===== src/rtl/logic_unit_arbiter.sv =====
// -----------------------------------------------------------------------------
// logic_unit_arbiter
//
// Purpose:
//   Shares one registered bitwise logic unit (AND/OR/NAND/NOR/XOR/XNOR) among
//   NUM_REQ requesters. Each requester has its own valid/ready request port.
//   Results come back on a single response channel, tagged with the index of
//   the requester that owns them. Each operation takes three states:
//   IDLE (accept) -> EXEC (compute) -> RESP (hold until consumed).
//
// Configuration macro:
//   LOGIC_ARB_RR_EN  defined   : round-robin arbitration. The search starts at
//                                last_grant+1 and wraps. Requester 0 has
//                                highest priority after reset.
//                    undefined : fixed priority, where the lowest index wins.
//                                No pointer register is built.
//   The port list and timing are the same in both builds.
//
// Ports:
//   clk        in   1              clock, rising edge
//   rst        in   1              synchronous active-high reset
//   req_valid  in   NUM_REQ        per-requester request valid
//   req_op     in   3*NUM_REQ      op code, requester i at [3i+2:3i]
//   req_a      in   WIDTH*NUM_REQ  operand A, requester i at [WIDTH*i +: WIDTH]
//   req_b      in   WIDTH*NUM_REQ  operand B, packed like req_a
//   req_ready  out  NUM_REQ        one-hot accept pulse to the granted requester
//   rsp_valid  out  1              response valid
//   rsp_ready  in   1              response consumer ready
//   rsp_id     out  IDW            owner of the response
//   rsp_data   out  WIDTH          result
//   rsp_err    out  1              illegal op code (6/7)
//   busy       out  1              high whenever the FSM is not in IDLE
// -----------------------------------------------------------------------------
module logic_unit_arbiter #(
  parameter int NUM_REQ = 4,
  parameter int WIDTH   = 8,
  parameter int IDW     = 2
) (
  input  logic                     clk,
  input  logic                     rst,
  input  logic [NUM_REQ-1:0]       req_valid,
  input  logic [3*NUM_REQ-1:0]     req_op,
  input  logic [WIDTH*NUM_REQ-1:0] req_a,
  input  logic [WIDTH*NUM_REQ-1:0] req_b,
  output logic [NUM_REQ-1:0]       req_ready,
  output logic                     rsp_valid,
  input  logic                     rsp_ready,
  output logic [IDW-1:0]           rsp_id,
  output logic [WIDTH-1:0]         rsp_data,
  output logic                     rsp_err,
  output logic                     busy
);

  typedef enum logic [1:0] {
    IDLE = 2'd0,
    EXEC = 2'd1,
    RESP = 2'd2
  } state_t;

  state_t state_q, state_d;

  logic               grant_found;
  logic [IDW-1:0]     grant_idx;
  logic [NUM_REQ-1:0] grant_onehot;
  logic [2:0]         sel_op;
  logic [WIDTH-1:0]   sel_a;
  logic [WIDTH-1:0]   sel_b;

  logic [2:0]         op_q;
  logic [WIDTH-1:0]   a_q;
  logic [WIDTH-1:0]   b_q;

`ifdef LOGIC_ARB_RR_EN
  logic [IDW-1:0]     last_grant;

  // Round-robin search is done in two passes so that no index arithmetic
  // with a modulo is needed. The first pass covers requesters above
  // last_grant. The second pass wraps around to 0..last_grant.
  always_comb begin
    grant_found = 1'b0;
    grant_idx   = '0;
    for (int i = 0; i < NUM_REQ; i++) begin
      if (!grant_found && req_valid[i] && (i > int'(last_grant))) begin
        grant_found = 1'b1;
        grant_idx   = IDW'(i);
      end
    end
    for (int i = 0; i < NUM_REQ; i++) begin
      if (!grant_found && req_valid[i] && (i <= int'(last_grant))) begin
        grant_found = 1'b1;
        grant_idx   = IDW'(i);
      end
    end
  end
`else
  // Fixed priority: the lowest-indexed valid requester wins.
  always_comb begin
    grant_found = 1'b0;
    grant_idx   = '0;
    for (int i = 0; i < NUM_REQ; i++) begin
      if (!grant_found && req_valid[i]) begin
        grant_found = 1'b1;
        grant_idx   = IDW'(i);
      end
    end
  end
`endif

  // Build the one-hot grant and mux out the winner's op/operands.
  always_comb begin
    grant_onehot = '0;
    sel_op       = '0;
    sel_a        = '0;
    sel_b        = '0;
    for (int i = 0; i < NUM_REQ; i++) begin
      if (grant_found && (grant_idx == IDW'(i))) begin
        grant_onehot[i] = 1'b1;
        sel_op          = req_op[3*i +: 3];
        sel_a           = req_a[WIDTH*i +: WIDTH];
        sel_b           = req_b[WIDTH*i +: WIDTH];
      end
    end
  end

  // FSM state register.
  always_ff @(posedge clk) begin
    if (rst) begin
      state_q <= IDLE;
    end else begin
      state_q <= state_d;
    end
  end

  // Next-state and handshake outputs. req_ready is only ever asserted in IDLE,
  // so an accept and a response completion can never occur in the same cycle.
  always_comb begin
    state_d   = state_q;
    req_ready = '0;
    rsp_valid = 1'b0;
    busy      = (state_q != IDLE);
    case (state_q)
      IDLE: begin
        if (grant_found) begin
          req_ready = grant_onehot;
          state_d   = EXEC;
        end
      end
      EXEC: begin
        state_d = RESP;
      end
      RESP: begin
        rsp_valid = 1'b1;
        if (rsp_ready) begin
          state_d = IDLE;
        end
      end
      default: begin
        state_d = IDLE;
      end
    endcase
  end

  // Datapath: latch the winning request on accept, then compute the result in
  // EXEC. The result registers stay untouched in RESP, which keeps them stable
  // under backpressure.
  always_ff @(posedge clk) begin
    if (rst) begin
      op_q     <= '0;
      a_q      <= '0;
      b_q      <= '0;
      rsp_id   <= '0;
      rsp_data <= '0;
      rsp_err  <= 1'b0;
    end else begin
      if ((state_q == IDLE) && grant_found) begin
        op_q   <= sel_op;
        a_q    <= sel_a;
        b_q    <= sel_b;
        rsp_id <= grant_idx;
      end
      if (state_q == EXEC) begin
        rsp_err <= 1'b0;
        case (op_q)
          3'd0:    rsp_data <= a_q & b_q;
          3'd1:    rsp_data <= a_q | b_q;
          3'd2:    rsp_data <= ~(a_q & b_q);
          3'd3:    rsp_data <= ~(a_q | b_q);
          3'd4:    rsp_data <= a_q ^ b_q;
          3'd5:    rsp_data <= ~(a_q ^ b_q);
          default: begin
            rsp_data <= '0;
            rsp_err  <= 1'b1;
          end
        endcase
      end
    end
  end

`ifdef LOGIC_ARB_RR_EN
  // The pointer moves on accept only. Its reset value of NUM_REQ-1 makes
  // requester 0 the first candidate.
  always_ff @(posedge clk) begin
    if (rst) begin
      last_grant <= IDW'(NUM_REQ - 1);
    end else if ((state_q == IDLE) && grant_found) begin
      last_grant <= grant_idx;
    end
  end
`endif

endmodule


===== config.mk =====
export PLATFORM = sky130hd
export DESIGN_NAME = logic_unit_arbiter
export DESIGN_NICKNAME = d
export VERILOG_FILES = /design/src/rtl/logic_unit_arbiter.sv
export SDC_FILE = /design/constraint.sdc
export NUM_CORES = 1
export LEC_CHECK = 0
export ABC_CLOCK_PERIOD_IN_PS = 2810
export CAP_MARGIN = 30
export CELL_PAD_IN_SITES_DETAIL_PLACEMENT = 1
export CELL_PAD_IN_SITES_GLOBAL_PLACEMENT = 1
export CORE_MARGIN = 5
export CORE_UTILIZATION = 31
export DETAILED_ROUTE_END_ITERATION = 16
export PLACE_DENSITY_LB_ADDON = 0.1
export SYNTH_ARGS = -nofsm -noshare
export SYNTH_HDL_FRONTEND = slang
export SYNTH_SLANG_ARGS = --single-unit

===== constraint.sdc =====
create_clock -name clk -period 2.81 [get_ports clk]
set_clock_uncertainty 0.1 [all_clocks]
set_input_delay 0.843 -clock clk [delete_from_list [all_inputs] [get_ports clk]]
set_output_delay 0.843 -clock clk [all_outputs]
set_load 0.02 [all_outputs]

==> impl_results.md, run 1 <==
* Outcome: completed
* Placed cell area at 3300 µm²
* Routability Congestion at 0.754
* Clock share of power at 21.1%
* Metal-1 WL at 3250 µm
* CP Launch Type: input pin
* Post-Route Setup TNS at 0 ns
* Combinational fraction of design power at 41.9%
* Post-DR vias/cell at 5.06
* Worst r2r src: op_q[0]
* Flops & latches, synth at 32
* Post-synthesis sequential area ratio at 29.6%
* Final worst-path cycle share at 97.0%
* Critical path data required time at 1.87 ns
* Initial Util at 31.9%
* Sw Ratio at 34.5%
* Post-route cell area at 3400 µm²
* Worst Tran Pin Value at 0.955 ns
* Max-cap violations at 0
* Reg clk slew, reported paths at 0.07 ns
* Most frequent cells in the layout: 92 x clkdlybuf4s50_1, 39 x o21ai_0, 32 x dfxtp_1, 25 x inv_1, 21 x a21oi_1
* Leading cell type in the layout, fill and taps excluded: clkdlybuf4s50_1
* Post-Syn Instances at 266
* Syn nets at 365
* Hpwl dp at 6160 µm
* GR Util All Layers at 17.9%
* Crit path launch: req_valid[1]
* RSZ-0062 raised after global routing: false
* Endpoints failing setup at 0
* Final Instance Count excl. Fillers at 462
* Buffers on Ports at 99
* Max Clock Freq at 367 MHz
* Slew margin rel. at 36.2%
* Hold Crit Start: rsp_err
* Min Tclk post-route at 2.72 ns
* # rows at 30
* Post-Route WL at 7470 µm
* Worst Hold Class: reg2reg
* Cell taking the most area after synthesis: dfxtp_1
* CTS tree: built
* CP Max Fanout at 3
* Syn-to-layout area delta at 56.8%
* Num ports at 100
* Core area at 6790 µm²
* Top cells by area, synth: dfxtp_1 30%, ha_1 9.2%, o21ai_0 9.0%
* Pre-Repair DR Iteration Count at 4
* Power per Cell Area at 466 nW/µm²
* CTS Root Cell: clkbuf_8
* Top Layer Used: met4
* Die height at 93.6 µm
* # placed instances at 454
* Worst skew pair latency at 0.28 ns
* Post-synth top area share at 29.6%
* Diode count at 0
* Leakage at 1.40 nW
* Hold Fails Final Rpt at 0
* Post-DRT Antenna Nets at 0
* Avg Cell Area, Syn at 8.15 µm²
* Met3 wire length at 818 µm
* Slew Viols, Final at 0
* Number of global-route vias before repair at 2,501
* Cell area after synthesis at 2170 µm²
* Vias post-DR at 2,336
* First-pass GRT wire length at 12,500 µm
* NumNets Final at 465
* Iteration-0 DRC Markers at 76
* P_int at 0.00104 W
* DR DRC count at 0
* Max VDD drop at 0.156 mV
* Die Area at 8760 µm²
* Final design utilization at 50.0%
* Die Span X at 93.6 µm
* Antenna violations before repair at 0
* Yosys synthesis warning count at 0
* Kind of critical path: in2out
* Sequential Power Share at 37.0%
* Pwr Total at 0.00158 W
* Total CTS buffers at 5
* Layout cell share with drive strength beyond 1 at 9.56%
* Gr ovfl total at 0
* CP endpoint kind: primary output
* Largest net degree at the start of global routing at 30
* # clock sinks at 32
* Arrival @ worst endpoint at 1.78 ns
* H-tree levels at 2
* Wire length on met2 at 3330 µm
* Hold_buf cts at 0
* Clock buffer depth at 2
* Per-cell routed wire length at 16.2 µm
* Synth cell types at 32
* Net Sw Power at 0.000547 W
[cell type report]
class | count | area [µm²]
Clock inverter | 1 | 5.00
Fill cell | 825 | 3400
Clock buffer | 6 | 72.6
Sequential cell | 32 | 641
Multi-Input combinational cell | 187 | 1360
Timing Repair Buffer | 115 | 1110
Inverter | 25 | 93.8
Tap cell | 96 | 120
[stage by stage]
step	hold slack [ns]	setup WS, ns
global placement	0.341	-0.548
CTS	0.361	0.00118
floorplan	0.374	0.0482
detailed placement	0.351	-0.584
global route	0.382	0.0304
finish	0.355	0.0855
[Yosys cell counts]
library cell and n:
mux2i_1 5, o31ai_1 3, a221o_1 19, nor3_1 11, o21ai_4 1, ha_1 16
nor2_1 13, a21o_1 5, a211oi_1 1, buf_2 5, a221oi_1 15, dfxtp_1 32
nand3_1 1, nor2b_1 4, o221a_2 1, and3_1 2, buf_4 1, o21ai_0 39
nand2_2 1, nand2_1 2, nand2b_1 3, xnor2_1 8, inv_1 25, o21a_1 2
a22oi_1 1, clkbuf_1 15, buf_1 1, xor2_1 8, nor2_2 1, or3_1 1
or2_2 3, a21oi_1 21
[registers in the layout, summed over array words and instances (netlist names)]
signal and cells:
rsp_id 2, state_q 2, rsp_data 8, a_q 8, rsp_err 1, op_q 3, b_q 8
[worst max-delay path, cell delays in order]
cell and delay, ns:
dlygate4sd2_1 0.26, or3_4 0.41, nor3_4 0.13, buf_6 0.14
[what timing repair did]
item	in CTS	in global routing
cloned	1	0
buffers inserted	0	0
setup endpoints to repair	4	1
gates resized for setup	24	2
pin swaps	1	1
[power groups by stage]
stage	clock network, W	logic [W]	registers, W
after floorplan	0	0.000367	0.000599
after global placement	0	0.000649	0.000595
after detailed placement	0	0.000668	0.000598
after CTS	0.000347	0.000672	0.000588
after global routing	0.000363	0.000737	0.000600
final	0.000334	0.000664	0.000587
[cells by family after synthesis]
kind of cell	after synthesis	share of synthesized area, %
fa+ha+maj	16	9.24
buf+inv	47	8.60
xor+xnor	16	6.47
simple gates	42	9.70
flops	32	29.6
mux	5	2.31
compound gates	108	34.1
[worst paths after layout]
check	to	slack (ns)	cells past startpoint
worst max-delay path	req_ready[3]	0.09	4
worst max register to register	rsp_data[0]	1.01	4
worst min register to register	rsp_err	0.36	2
worst min-delay path	rsp_err	0.36	2
[layer usage]
metal  up-vias  GRT usage [%]
met5         -              0
met4         0           4.69
met1      1081           22.3
met3         7           7.56
met2        84           28.4
li1       1164              -
Power figures use the tool's default switching activity.
==> inputs of run 2 (changes only) <==
Settings changed: PLACE_DENSITY from default to 0.92, PLACE_DENSITY_LB_ADDON 0.1 to default, RECOVER_POWER from default to 100.
==> run 2 against run 1 <==
Against the previous run:
- total power grew 3.1%
- design area shrank 0.15%
- combinational power grew 2%
- sequential share of layout area is essentially flat
- register-to-register slack lost 0.06 ns
- worst hold slack gained 0.0050 ns
- global-route usage grew 1.9 points
- cell count is the same
- sequential cell count is the same
- sequential power is essentially flat
- critical path depth shrank 1
- maximum frequency shrank 0.51%
- critical endpoint is now busy
- largest power group unchanged
==> impl_results.md, run 2 (synthesis gave the netlist of run 1 again) <==
* RSZ-0062 raised after global routing: false (unchanged)
* CP top delay family: buffers and inverters (was simple AND/OR/NAND/NOR gates)
* Placed cell area at 3290 µm² (was 3300 µm²)
* GR Util All Layers at 19.7% (was 17.9%)
* Worst skew pair latency at 0.28 ns (about the same)
* Max VDD drop at 0.212 mV (was 0.156 mV)
* H-tree levels at 2 (unchanged)
* Total CTS buffers at 5 (unchanged)
* Worst Tran Pin Value at 1.38 ns (was 0.955 ns)
* Die Area at 8760 µm² (unchanged)
* Gr ovfl total at 0 (unchanged)
* Final Instance Count excl. Fillers at 462 (unchanged)
* Slowest CP cell: dlygate4sd3_1 (was or3_4)
* Outcome: completed (unchanged)
* Post-DR vias/cell at 5.24 (was 5.06)
* Hold Fails Final Rpt at 0 (unchanged)
* Worst Hold Class: reg2reg (unchanged)
* Iteration-0 DRC Markers at 94 (was 76)
* CP Max Fanout at 4 (was 3)
* DR DRC count at 0 (unchanged)
* Critical path data required time at 1.87 ns (about the same)
* Post-route cell area at 3390 µm² (was 3400 µm²)
* Diode count at 0 (unchanged)
* Pre-CTS WS at -0.590 ns (was -0.584 ns)
* Hpwl dp at 6480 µm (was 6160 µm)
* Die Span X at 93.6 µm (unchanged)
* Most frequent cells in the layout: 79 x clkdlybuf4s50_1, 39 x o21ai_0, 32 x dfxtp_1, 25 x inv_1, 21 x a21oi_1 (was 92 x clkdlybuf4s50_1, 39 x o21ai_0, 32 x dfxtp_1, 25 x inv_1, 21 x a21oi_1)
* Slew Viols, Final at 0 (unchanged)
* Pre-Repair DR Iteration Count at 4 (unchanged)
* Min Tclk post-route at 2.74 ns (was 2.72 ns)
* CP endpoint kind: primary output (unchanged)
* Core area at 6790 µm² (unchanged)
* Top Layer Used: met4 (unchanged)
* Reg clk slew, reported paths at 0.06 ns (was 0.07 ns)
* Post-Route WL at 8310 µm (was 7470 µm)
* Leading cell type in the layout, fill and taps excluded: clkdlybuf4s50_1 (unchanged)
* Layout cell share with drive strength beyond 1 at 8.47% (was 9.56%)
* Final worst-path cycle share at 97.5% (was 97.0%)
* Buffers on Ports at 99 (unchanged)
* # placed instances at 453 (was 454)
* Power per Cell Area at 482 nW/µm² (was 466 nW/µm²)
* Endpoints failing setup at 0 (unchanged)
* Number of global-route vias before repair at 2,746 (was 2,501)
* Worst-path cell chain: nor2_2 -> inv_1 -> dlygate4sd3_1 (was dlygate4sd2_1 -> or3_4 -> nor3_4 -> buf_6)
* Met3 wire length at 595 µm (was 818 µm)
* Fin worst setup slack at 0.0716 ns (was 0.0855 ns)
* Clock buffer depth at 2 (unchanged)
* Antenna violations before repair at 0 (unchanged)
* First-pass GRT wire length at 13,800 µm (was 12,500 µm)
* Post-DRT Antenna Nets at 0 (unchanged)
* CP bufs+invs at 2 (unchanged)
* Hold_buf cts at 0 (unchanged)
* Leakage at 1.42 nW (was 1.40 nW)
* Initial Util at 31.9% (unchanged)
* CP Launch Type: flop (was input pin)
* Vias post-DR at 2,422 (was 2,336)
* Metal-1 WL at 3220 µm (was 3250 µm)
* # clock sinks at 32 (unchanged)
* Regs by FF count: a_q x8, b_q x8, rsp_data x8 (unchanged)
* Crit-path max cell delay at 0.69 ns (was 0.41 ns)
* Syn-to-layout area delta at 56.5% (was 56.8%)
* # rows at 30 (unchanged)
* CTS Root Cell: clkbuf_8 (unchanged)
* Arrival @ worst endpoint at 1.80 ns (was 1.78 ns)
* Per-cell routed wire length at 18.0 µm (was 16.2 µm)
* Final design utilization at 49.9% (was 50.0%)
* Worst hold slack at 0.360 ns (was 0.355 ns)
* Max-cap violations at 0 (unchanged)
* Largest net degree at the start of global routing at 30 (unchanged)
* Slew margin rel. at 8.21% (was 36.2%)
* Kind of critical path: reg2out (was in2out)
* CTS tree: built (unchanged)
* NumNets Final at 464 (was 465)
* Wire length on met2 at 4300 µm (was 3330 µm)
* Die height at 93.6 µm (unchanged)
* Routability Congestion at 0.782 (was 0.754)
* Max Clock Freq at 365 MHz (was 367 MHz)
* Num ports at 100 (unchanged)
## run 2: worst paths after layout
path	start	cells past startpoint	to	slack (ns)
worst max-delay path	state_q[1]	3	busy	0.07
worst min-delay path	rsp_err	2	rsp_err	0.36
worst max register to register	state_q[1]	5	a_q[1]	0.95
worst min register to register	rsp_err	2	rsp_err	0.36
## run 2: metrics by stage
stage | TNS, ns | power (W)
after floorplan | 0 | 0.000965
after global placement | -9.79 | 0.00124
after detailed placement | -2.28 | 0.00127
after CTS | 0 | 0.00166
after global routing | 0 | 0.00174
final | 0 | 0.00163
## run 2: report_power, final
part           leakage [nW]  switching, W  total, W  internal (W)
Sequential            0.266     0.0000661  0.000590      0.000524
Clock                0.0455      0.000170  0.000369      0.000200
Combinational          1.11      0.000341  0.000675      0.000334
## run 2: layer usage
layer  vias up  GRT usage, %
li1       1168             -
met5         -             0
met3        15          5.87
met1      1157          20.7
met2        82          37.4
met4         0          6.14
## run 2: repair_timing
| item | 4_1_cts | 5_1_grt |
|---|---|---|
| gates cloned | 1 | 0 |
| pin swaps | 2 | 1 |
| gates resized for setup | 24 | 2 |
| endpoints found under the setup margin | 4 | 1 |
| hold endpoints to repair | 0 | 0 |
| setup buffers | 0 | 0 |
## run 2: tightest hold or removal path: stages, from the launching register on
cell     delay [ns]
dfxtp_1        0.31
nand2_1        0.05
a21oi_1        0.05
## run 2: cell type report
class / count / area, µm²
Timing Repair Buffer: 114 / 1090
Fill cell: 786 / 3400
Inverter: 25 / 93.8
Tap cell: 96 / 120
Clock buffer: 8 / 90.1
Sequential cell: 32 / 641
Multi-Input combinational cell: 187 / 1360
